==> src/rtl/muldiv_hilo_if.sv <==
// muldiv_hilo_if: operand, handshake and HI/LO bus between the issue logic
// (master) and the iterative multiply/divide unit (slave).
// Optional feature macro: MULDIV_ABORT_EN adds the abort request line.
interface muldiv_hilo_if #(
    parameter int WIDTH = 32
);
    logic             start;
    logic [1:0]       op;
    logic [WIDTH-1:0] src_a;
    logic [WIDTH-1:0] src_b;
    logic             hi_we;
    logic             lo_we;
    logic [WIDTH-1:0] wdata;
    logic             busy;
    logic             done;
    logic             dbz;
    logic [WIDTH-1:0] hi;
    logic [WIDTH-1:0] lo;
`ifdef MULDIV_ABORT_EN
    logic             abort;

    modport master (
        output start, op, src_a, src_b, hi_we, lo_we, wdata, abort,
        input  busy, done, dbz, hi, lo
    );

    modport slave (
        input  start, op, src_a, src_b, hi_we, lo_we, wdata, abort,
        output busy, done, dbz, hi, lo
    );
`else
    modport master (
        output start, op, src_a, src_b, hi_we, lo_we, wdata,
        input  busy, done, dbz, hi, lo
    );

    modport slave (
        input  start, op, src_a, src_b, hi_we, lo_we, wdata,
        output busy, done, dbz, hi, lo
    );
`endif
endinterface

==> src/rtl/muldiv_hilo.sv <==
// muldiv_hilo: iterative mult/multu/div/divu unit owning the HI/LO registers.
// Sequence per op: launch (latch magnitudes and result signs), one load cycle
// plus WIDTH shift-add or restoring-divide steps, one sign-fix cycle that
// commits HI/LO with a done pulse. mthi/mtlo writes are taken only while idle.
// Optional feature macro: MULDIV_ABORT_EN adds bus.abort to cancel an op in flight.
module muldiv_hilo #(
    parameter int WIDTH = 32
) (
    input logic         clk,
    input logic         rst_n,
    muldiv_hilo_if.slave bus
);

    localparam int CW = $clog2(WIDTH + 1);
    localparam logic [CW-1:0] CNT_LAST = CW'(WIDTH);
    localparam logic [CW-1:0] CNT_ONE  = CW'(1);

    typedef enum logic [1:0] {
        IDLE = 2'd0,
        MUL  = 2'd1,
        DIV  = 2'd2,
        FIX  = 2'd3
    } state_t;

    state_t               state_q, state_d;
    logic [CW-1:0]        cnt_q, cnt_d;
    logic [1:0]           op_q, op_d;
    logic [WIDTH-1:0]     mag_a_q, mag_a_d;
    logic [WIDTH-1:0]     mag_b_q, mag_b_d;
    logic [WIDTH-1:0]     raw_a_q, raw_a_d;
    logic                 neg_res_q, neg_res_d;
    logic                 neg_rem_q, neg_rem_d;
    logic [2*WIDTH-1:0]   acc_q, acc_d;
    logic [WIDTH-1:0]     hi_q, hi_d;
    logic [WIDTH-1:0]     lo_q, lo_d;
    logic                 done_q, done_d;
    logic                 dbz_q, dbz_d;

    // Magnitude of a two's complement operand; unsigned ops pass through.
    function automatic logic [WIDTH-1:0] magnitude(input logic signed [WIDTH-1:0] v,
                                                   input logic is_signed);
        logic [WIDTH-1:0] m;
        m = v;
        if (is_signed && v[WIDTH-1]) m = -m;
        return m;
    endfunction

    function automatic logic [WIDTH-1:0] cond_neg_w(input logic [WIDTH-1:0] v, input logic en);
        return en ? -v : v;
    endfunction

    function automatic logic [2*WIDTH-1:0] cond_neg_2w(input logic [2*WIDTH-1:0] v, input logic en);
        return en ? -v : v;
    endfunction

    logic signed [WIDTH-1:0] src_a_s;
    logic signed [WIDTH-1:0] src_b_s;
    logic                    op_signed;
    assign src_a_s   = bus.src_a;
    assign src_b_s   = bus.src_b;
    assign op_signed = ~bus.op[0];

    // Multiply step: conditionally add multiplicand to the upper half, shift right.
    // acc holds {partial product, remaining multiplier bits}.
    logic [WIDTH:0]       mul_sum;
    logic [2*WIDTH-1:0]   mul_step;
    assign mul_sum  = {1'b0, acc_q[2*WIDTH-1:WIDTH]}
                    + (acc_q[0] ? {1'b0, mag_a_q} : {(WIDTH+1){1'b0}});
    assign mul_step = {mul_sum, acc_q[WIDTH-1:1]};

    // Restoring divide step: acc holds {remainder, dividend bits -> quotient bits}.
    logic [WIDTH:0]       div_top;
    logic                 div_ge;
    logic [WIDTH-1:0]     div_rem;
    logic [2*WIDTH-1:0]   div_step;
    assign div_top  = {acc_q[2*WIDTH-1:WIDTH], acc_q[WIDTH-1]};
    assign div_ge   = (div_top >= {1'b0, mag_b_q});
    assign div_rem  = div_top[WIDTH-1:0] - mag_b_q;
    assign div_step = {(div_ge ? div_rem : div_top[WIDTH-1:0]), acc_q[WIDTH-2:0], div_ge};

    // State register and datapath registers; reset discards any op in flight.
    always_ff @(posedge clk or negedge rst_n) begin
        if (!rst_n) begin
            state_q   <= IDLE;
            cnt_q     <= '0;
            op_q      <= '0;
            mag_a_q   <= '0;
            mag_b_q   <= '0;
            raw_a_q   <= '0;
            neg_res_q <= 1'b0;
            neg_rem_q <= 1'b0;
            acc_q     <= '0;
            hi_q      <= '0;
            lo_q      <= '0;
            done_q    <= 1'b0;
            dbz_q     <= 1'b0;
        end else begin
            state_q   <= state_d;
            cnt_q     <= cnt_d;
            op_q      <= op_d;
            mag_a_q   <= mag_a_d;
            mag_b_q   <= mag_b_d;
            raw_a_q   <= raw_a_d;
            neg_res_q <= neg_res_d;
            neg_rem_q <= neg_rem_d;
            acc_q     <= acc_d;
            hi_q      <= hi_d;
            lo_q      <= lo_d;
            done_q    <= done_d;
            dbz_q     <= dbz_d;
        end
    end

    // Next-state and datapath: launch, load/iterate, sign fix and commit.
    always_comb begin
        state_d   = state_q;
        cnt_d     = cnt_q;
        op_d      = op_q;
        mag_a_d   = mag_a_q;
        mag_b_d   = mag_b_q;
        raw_a_d   = raw_a_q;
        neg_res_d = neg_res_q;
        neg_rem_d = neg_rem_q;
        acc_d     = acc_q;
        hi_d      = hi_q;
        lo_d      = lo_q;
        done_d    = 1'b0;
        dbz_d     = 1'b0;

        case (state_q)
            IDLE: begin
                if (bus.hi_we) hi_d = bus.wdata;
                if (bus.lo_we) lo_d = bus.wdata;
                if (bus.start) begin
                    op_d      = bus.op;
                    raw_a_d   = bus.src_a;
                    mag_a_d   = magnitude(src_a_s, op_signed);
                    mag_b_d   = magnitude(src_b_s, op_signed);
                    neg_res_d = op_signed & (src_a_s[WIDTH-1] ^ src_b_s[WIDTH-1]);
                    neg_rem_d = op_signed & src_a_s[WIDTH-1];
                    cnt_d     = '0;
                    state_d   = bus.op[1] ? DIV : MUL;
                end
            end
            MUL: begin
                // First cycle loads the multiplier; the next WIDTH cycles iterate.
                if (cnt_q == '0) acc_d = {{WIDTH{1'b0}}, mag_b_q};
                else             acc_d = mul_step;
                if (cnt_q == CNT_LAST) state_d = FIX;
                cnt_d = cnt_q + CNT_ONE;
            end
            DIV: begin
                // First cycle loads the dividend; the next WIDTH cycles iterate.
                if (cnt_q == '0) acc_d = {{WIDTH{1'b0}}, mag_a_q};
                else             acc_d = div_step;
                if (cnt_q == CNT_LAST) state_d = FIX;
                cnt_d = cnt_q + CNT_ONE;
            end
            FIX: begin
                done_d  = 1'b1;
                state_d = IDLE;
                if (op_q[1]) begin
                    if (mag_b_q == '0) begin
                        hi_d  = raw_a_q;
                        lo_d  = '1;
                        dbz_d = 1'b1;
                    end else begin
                        // Most-negative / -1 falls out naturally as 0x80..0 with zero remainder.
                        lo_d = cond_neg_w(acc_q[WIDTH-1:0], neg_res_q);
                        hi_d = cond_neg_w(acc_q[2*WIDTH-1:WIDTH], neg_rem_q);
                    end
                end else begin
                    {hi_d, lo_d} = cond_neg_2w(acc_q, neg_res_q);
                end
            end
            default: state_d = IDLE;
        endcase

`ifdef MULDIV_ABORT_EN
        // Abort wins over everything once an op is in flight, including FIX.
        if (bus.abort && (state_q != IDLE)) begin
            state_d = IDLE;
            done_d  = 1'b0;
            dbz_d   = 1'b0;
            hi_d    = hi_q;
            lo_d    = lo_q;
        end
`endif
    end

    assign bus.busy = (state_q != IDLE);
    assign bus.done = done_q;
    assign bus.dbz  = dbz_q;
    assign bus.hi   = hi_q;
    assign bus.lo   = lo_q;

endmodule

==> src/flat_wrapper.sv <==
// flat-port wrapper written by rule: the top's interface ports become plain ports
module muldiv_hilo_flat 
#(
    parameter int WIDTH = 32
)
  (clk, rst_n, bus_start, bus_op, bus_src_a, bus_src_b, bus_hi_we, bus_lo_we, bus_wdata, bus_busy, bus_done, bus_dbz, bus_hi, bus_lo);
  muldiv_hilo_if #(.WIDTH(WIDTH)) bus_i ();
  input logic clk;
  input logic rst_n;
  input wire logic [$bits(bus_i.start)-1:0] bus_start;
  input wire logic [$bits(bus_i.op)-1:0] bus_op;
  input wire logic [$bits(bus_i.src_a)-1:0] bus_src_a;
  input wire logic [$bits(bus_i.src_b)-1:0] bus_src_b;
  input wire logic [$bits(bus_i.hi_we)-1:0] bus_hi_we;
  input wire logic [$bits(bus_i.lo_we)-1:0] bus_lo_we;
  input wire logic [$bits(bus_i.wdata)-1:0] bus_wdata;
  output wire logic [$bits(bus_i.busy)-1:0] bus_busy;
  output wire logic [$bits(bus_i.done)-1:0] bus_done;
  output wire logic [$bits(bus_i.dbz)-1:0] bus_dbz;
  output wire logic [$bits(bus_i.hi)-1:0] bus_hi;
  output wire logic [$bits(bus_i.lo)-1:0] bus_lo;
  assign bus_i.start = bus_start;
  assign bus_i.op = bus_op;
  assign bus_i.src_a = bus_src_a;
  assign bus_i.src_b = bus_src_b;
  assign bus_i.hi_we = bus_hi_we;
  assign bus_i.lo_we = bus_lo_we;
  assign bus_i.wdata = bus_wdata;
  assign bus_busy = bus_i.busy;
  assign bus_done = bus_i.done;
  assign bus_dbz = bus_i.dbz;
  assign bus_hi = bus_i.hi;
  assign bus_lo = bus_i.lo;
  muldiv_hilo #(.WIDTH(WIDTH)) u_core (.clk(clk), .rst_n(rst_n), .bus(bus_i));
endmodule
==> config.mk <==
export PLATFORM = sky130hd
export DESIGN_NAME = muldiv_hilo_flat
export DESIGN_NICKNAME = d
export VERILOG_FILES = /design/src/rtl/muldiv_hilo_if.sv /design/src/rtl/muldiv_hilo.sv /design/src/flat_wrapper.sv
export SDC_FILE = /design/constraint.sdc
export NUM_CORES = 1
export LEC_CHECK = 0
export CAP_MARGIN = 15
export CELL_PAD_IN_SITES_DETAIL_PLACEMENT = 2
export CELL_PAD_IN_SITES_GLOBAL_PLACEMENT = 2
export CORE_MARGIN = 4
export CORE_UTILIZATION = 32
export CTS_CLUSTER_DIAMETER = 50
export DETAILED_ROUTE_END_ITERATION = 6
export PLACE_DENSITY_LB_ADDON = 0.1
export SETUP_SLACK_MARGIN = 0.05
export SYNTH_ARGS = -nofsm -noshare
export SYNTH_HDL_FRONTEND = slang
export SYNTH_SLANG_ARGS = --single-unit
==> constraint.sdc <==
create_clock -name clk -period 2.9 [get_ports clk]
set_input_delay 0.725 -clock clk [delete_from_list [all_inputs] [get_ports clk]]
set_output_delay 0.725 -clock clk [all_outputs]
set_load 0.01 [all_outputs]
# Word-level counts from Yosys, hierarchy flattened

Index checks and enable logic that the tools add are counted.

Word-level logic and storage cells: 77
Input port bits: 103
Register bits: 238
Output and inout port bits: 67

Magnitude comparators: 1
Muxes and demuxes: 28
Bitwise operators: 4
Reductions and logical operators: 15
Add/subtract/negate cells: 8
Equality and inequality tests: 8

Operators by type and width:

| operator                                       | count |
|---|---|
| two-way mux 32 bit                             | 12 |
| two-way mux 64 bit                             | 3 |
| negator 32 bit                                 | 4 |
| case mux 32 bit (2 select lines)               | 2 |
| case mux 64 bit (2 select lines)               | 1 |
| negator 64 bit                                 | 1 |
| adder 32 x 33 -> 33 bit                        | 1 |
| >= comparator 33 x 32 -> 1 bit                 | 1 |
| logical NOT 32 bit                             | 1 |
| subtractor 32 bit                              | 1 |
| case mux 6 bit (2 select lines)                | 1 |
| AND reduction 2 bit                            | 5 |
| nonzero test 2 bit                             | 4 |
| adder 6 x 1 -> 6 bit (second input constant)   | 1 |
| == test 6 bit (second input constant)          | 1 |
| logical NOT 6 bit                              | 1 |
| two-way mux 2 bit                              | 3 |
| two-way mux 6 bit                              | 1 |
| inequality test 2 bit (second input constant)  | 3 |
| case mux 2 bit (3 select lines)                | 1 |
| == test 2 bit (second input constant)          | 2 |
| two-way mux 1 bit                              | 4 |
| AND 1 bit                                      | 2 |
| == test 2 x 1 -> 1 bit (second input constant) | 1 |
| 6 further kinds                                | 7 |

# Depth between registers and ports, before layout

Depth after elaboration: 5
Mapped depth: 14
Depth with buffers taken out: 13

# Least setup slack after synthesis

Ideal clock, no wire load.

Path type: register to register
Start point: register u_core.acc_q[0]
End point: register u_core.acc_q[63]
Library setup time: 139 ps
Stages on the path, launching flop included: 15
Setup slack: -218 ps
Clock period less this slack: 3118 ps
Required time: 2761 ps
Arrival: 2979 ps
Buffers on the path: 2
Path through: dfrtp_1 -> clkbuf_1 -> clkbuf_1 -> and2_1 -> ha_1 -> fa_1 -> a211oi_1 -> o21bai_1 -> o21ai_0 -> a31oi_1 -> o211ai_1 -> and2_1 -> o221ai_1 -> a31oi_1 -> o32ai_1

Word-level cells in the longest chain between the ends: 4

RTL lines:

| item                             | RTL line           | text |
|---|---|---|
| start: declaration               | muldiv_hilo.sv:33  | `logic [2*WIDTH-1:0] acc_q, acc_d;` |
| start signal: assignment         | muldiv_hilo.sv:92  | `acc_q <= '0;` |
| start signal: assignment         | muldiv_hilo.sv:106 | `acc_q <= acc_d;` |
| two-way mux 32 bit               | muldiv_hilo.sv:68  | `+ (acc_q[0] ? {1'b0, mag_a_q} : {(WIDTH+1){1'b0}});` |
| adder 32 x 33 -> 33 bit          | muldiv_hilo.sv:68  |  |
| two-way mux 64 bit               | muldiv_hilo.sv:147 | `if (cnt_q == '0) acc_d = {{WIDTH{1'b0}}, mag_b_q};` |
| case mux 64 bit (2 select lines) | muldiv_hilo.sv:130 | `case (state_q)` |

Every way passes these cells.
A chain may end at the register's enable or synchronous reset.

# Worst setup path in the final report

Start point: register u_core.mag_b_q[15]
End point: register u_core.acc_q[35]

Word-level cells in the longest chain between the ends: 4

RTL lines:

| item                             | RTL line           | text |
|---|---|---|
| start: declaration               | muldiv_hilo.sv:29  | `logic [WIDTH-1:0] mag_b_q, mag_b_d;` |
| start signal: assignment         | muldiv_hilo.sv:102 | `mag_b_q <= mag_b_d;` |
| >= comparator 33 x 32 -> 1 bit   | muldiv_hilo.sv:77  | `assign div_ge = (div_top >= {1'b0, mag_b_q});` |
| two-way mux 32 bit               | muldiv_hilo.sv:79  | `assign div_step = {(div_ge ? div_rem : div_top[WIDTH-1:0]), acc_q[WIDTH-2:0], div_ge};` |
| two-way mux 64 bit               | muldiv_hilo.sv:154 | `if (cnt_q == '0) acc_d = {{WIDTH{1'b0}}, mag_a_q};` |
| case mux 64 bit (2 select lines) | muldiv_hilo.sv:130 |  |

Every way passes these cells.

==> flow_summary.toml <==
[synthesis]
synth.cell_area_um2 = 17890
syn_avg_cell_area_um2 = 8.283
synth_nets = 2338
syn_inst = 2160
yosysMostFrequentCell = "o21ai_0"
synth_top_area_cell = "dfrtp_1"
ys_seq_area_share_pct = 33.01
synth_cell_types = 71
synthArstFlopShare_pct = 100.0
synth_top_area_share_pct = 33.01
ys_warn_count = 0
synth_edf_count = 0
synth_common_cells = "o21ai_0 (265), nand2_1 (244), dfrtp_1 (236)"
synth_flop_cell = "dfrtp_1"
ys_seq_elements = 236
netlist_top_cells_area = "dfrtp_1 (33%), o21ai_0 (7.4%), xnor2_1 (5.4%)"

[finish]
drive_above_1_share_pct = 33.83
n_fill_cell = 5849
stdcell_count = 3545
nNetsFinal = 2941
area_growth_pct = 54.53

[clock_tree]
clkTransAtPathRegs_ns = 0.06
cts_buffers = 41
tritoncts = "yes"
ctsHoldBuffers = 0
htreeDepth = 2
cts.sinks = 236
clkLatencyLatePin_ns = 0.59
root_buffer = "clkbuf_16"
clockBufferDepth = 3

[power]
leakagePower_nw = 12.10
p_total_mw = 40.76
p_per_area_nw_per_um2 = 1474
irDropWorstVdd_mv = 0.7877

[worst_setup_path]
worst_ep_required_time_ns = 3.31
worstSetupEndpointType = "flop"
critPathLaunchType = "flop"
crit_type = "flop to flop"
slowest_delay_ns = 0.45
cp_slowest_cell = "dfrtp_1"
r2r_slack_ns = -0.40
crit_arrival_ns = 3.71
path_max_fanout = 9
cpMostUsedCell = "buf_4"
crit_chain = "inv_1 -> ha_4 -> buf_6 -> nand4_1 -> nor4_4 -> buf_4 -> a41oi_2 -> o21ai_2 -> buf_4 -> a21oi_4 -> buf_12 -> mux2_4 -> o211ai_1 -> o21ai_1"

[floorplanning]
boundaryPins = 170
coreArea_um2 = 55200
rows = 86
die_width_um = 244.5
die_y_um = 244.5
start_util_pct = 32.41
dieArea_um2 = 59760

[route]
wl_um = 109800
wl_per_cell_um = 30.98
ant_nets = 0
first_iter_violations = 1501
via_count = 21040
drc_errors = 0
firstDrtPassIters = 5
viasPerCell = 5.934

[status]
violations = "negative setup slack"
outcome = "finished, violations left"

[placement]
dpl_worst_slack_ns = -1.079
post-dp-hpwl_um = 71990
gp_congestion = 0.9227
place_inst = 3387
port_buffers = 169

[timing]
final.period_utilization_pct = 113.8
setup_viol = 50
max_clock_freq_mhz = 303.1
worstMarginPinSlew_ns = 1.126
finClkSkew_ns = 0.02986
slew_violations = 0
holdWs_ns = 0.1483
setup_ws_ns = -0.3995
min_period_ns = 3.300
max-slew-margin-rel_pct = 24.93
tns_ns = -9.586
rsz0062_at_grt = "yes"
timing_hold_violations_final = 0

[job]
cap_violations = 0

[global_routing]
grt-ovfl-total = 0
grt_max_degree = 75
grt_pass1_vias = 22220
grt_pass1_wl_um = 147100
track_usage_pct = 32.18
antenna_found_initial = 0

[min_path]
holdCritPathClass = "input pin to asynchronous set/reset pin"
## final timing paths
kind / end / from / cells past startpoint
setup / recovery: u_core.acc_q[35]$_DFFE_PN0N_ / u_core.mag_b_q[15]$_DFFE_PN0P_ / 14
hold / removal: u_core.cnt_q[4]$_DFFE_PN0P_ / rst_n / 1
setup reg to reg: u_core.acc_q[35]$_DFFE_PN0N_ / u_core.mag_b_q[15]$_DFFE_PN0P_ / 14
hold reg to reg: u_core.bus.lo[14]$_DFFE_PN0P_ / u_core.bus.lo[14]$_DFFE_PN0P_ / 2
max in group asynchronous: u_core.mag_a_q[4]$_DFFE_PN0P_ / rst_n / 2
min in group clk: u_core.bus.lo[14]$_DFFE_PN0P_ / u_core.bus.lo[14]$_DFFE_PN0P_ / 2
## critical path, delay by kind of cell, from the launching register on
family / cells / cell delay (ns)
and+or+nand+nor: 2 / 0.60
muxes: 1 / 0.30
buffers and inverters: 5 / 0.76
DFF: 1 / 0.45
AOI/OAI and AO/OA: 5 / 0.71
adders and majority gates: 1 / 0.30
## layout make-up
class | count | area [µm²] | area share (%)
inverter | 70 | 265.3 | 0.9594
timing repair buffer | 702 | 6090 | 22.02
tap | 748 | 935.9 | 3.385
clock buffer | 48 | 1072 | 3.878
antenna | 1 | 2.502 | 0.009051
clock inverter | 28 | 337.8 | 1.222
multi-input combinational | 1712 | 13030 | 47.14
sequential | 236 | 5913 | 21.39
## power breakdown
| part | total, mW | switching, mW | internal [mW] |
|---|---|---|---|
| sequential | 6.64 | 1.70 | 4.94 |
| combinational | 28.9 | 16.7 | 12.3 |
| clock | 5.19 | 2.04 | 3.14 |
## what timing repair did
action | 4_1_cts | 5_1_grt
setup buffers | 43 | 39
pin swaps | 79 | 122
resized for setup | 221 | 225
hold endpoints to repair | 0 | 0
endpoints found under the setup margin | 76 | 97
gates cloned | 3 | 2
## per-layer routing
| metal | global-route usage [%] | routed length, µm | vias to the layer above |
|---|---|---|---|
| li1 | - | - | 8955 |
| met1 | 39.93 | 43540 | 10880 |
| met2 | 54.98 | 53090 | 858 |
| met3 | 4.759 | 5684 | 344 |
| met4 | 15.49 | 7514 | 0 |
| met5 | 0 | 0 | - |
## registers in the layout, summed over array words and instances, names as in the netlist, 2 cells and up
name / count
u_core.acc_q: 64
u_core.bus.hi: 32
u_core.bus.lo: 32
u_core.cnt_q: 6
u_core.mag_a_q: 31
u_core.mag_b_q: 32
u_core.raw_a_q: 32
u_core.state_q: 2
## layout by cell type (no fill, tap or decap), types with 16 or more instances in the layout
cell type,count
inv_1,63
nand2_1,228
nand4_1,24
buf_6,29
nor2_1,197
and3_1,31
ha_1,46
xor2_1,81
a21o_1,33
xnor2_1,100
a21oi_1,116
buf_4,484
nand3_1,25
o21ai_1,49
nor3_1,18
clkbuf_16,42
buf_12,17
mux2_2,33
o22ai_1,33
dfrtp_1,230
o21ai_2,25
o31ai_1,19
mux4_2,31
o21ai_0,188
and2_1,32
clkdlybuf4s50_1,153
ha_4,25
o211ai_1,16
## kinds of logic after synthesis
logic type      synth area share [%]
flops                          33.01
xor+xnor                       9.594
mux                            7.189
fa+ha+maj                      5.329
simple gates                   18.73
compound gates                 21.63
buf+inv                        4.518
## through the flow
step | area [µm²] | util (%)
final | 27650 | 50.09
after global routing | 27650 | 50.08
after CTS | 26380 | 47.78
after detailed placement | 23620 | 42.80
after global placement | 23620 | 42.80
after floorplan | 18000 | -
Note: power is estimated with default switching activity, not from simulation.
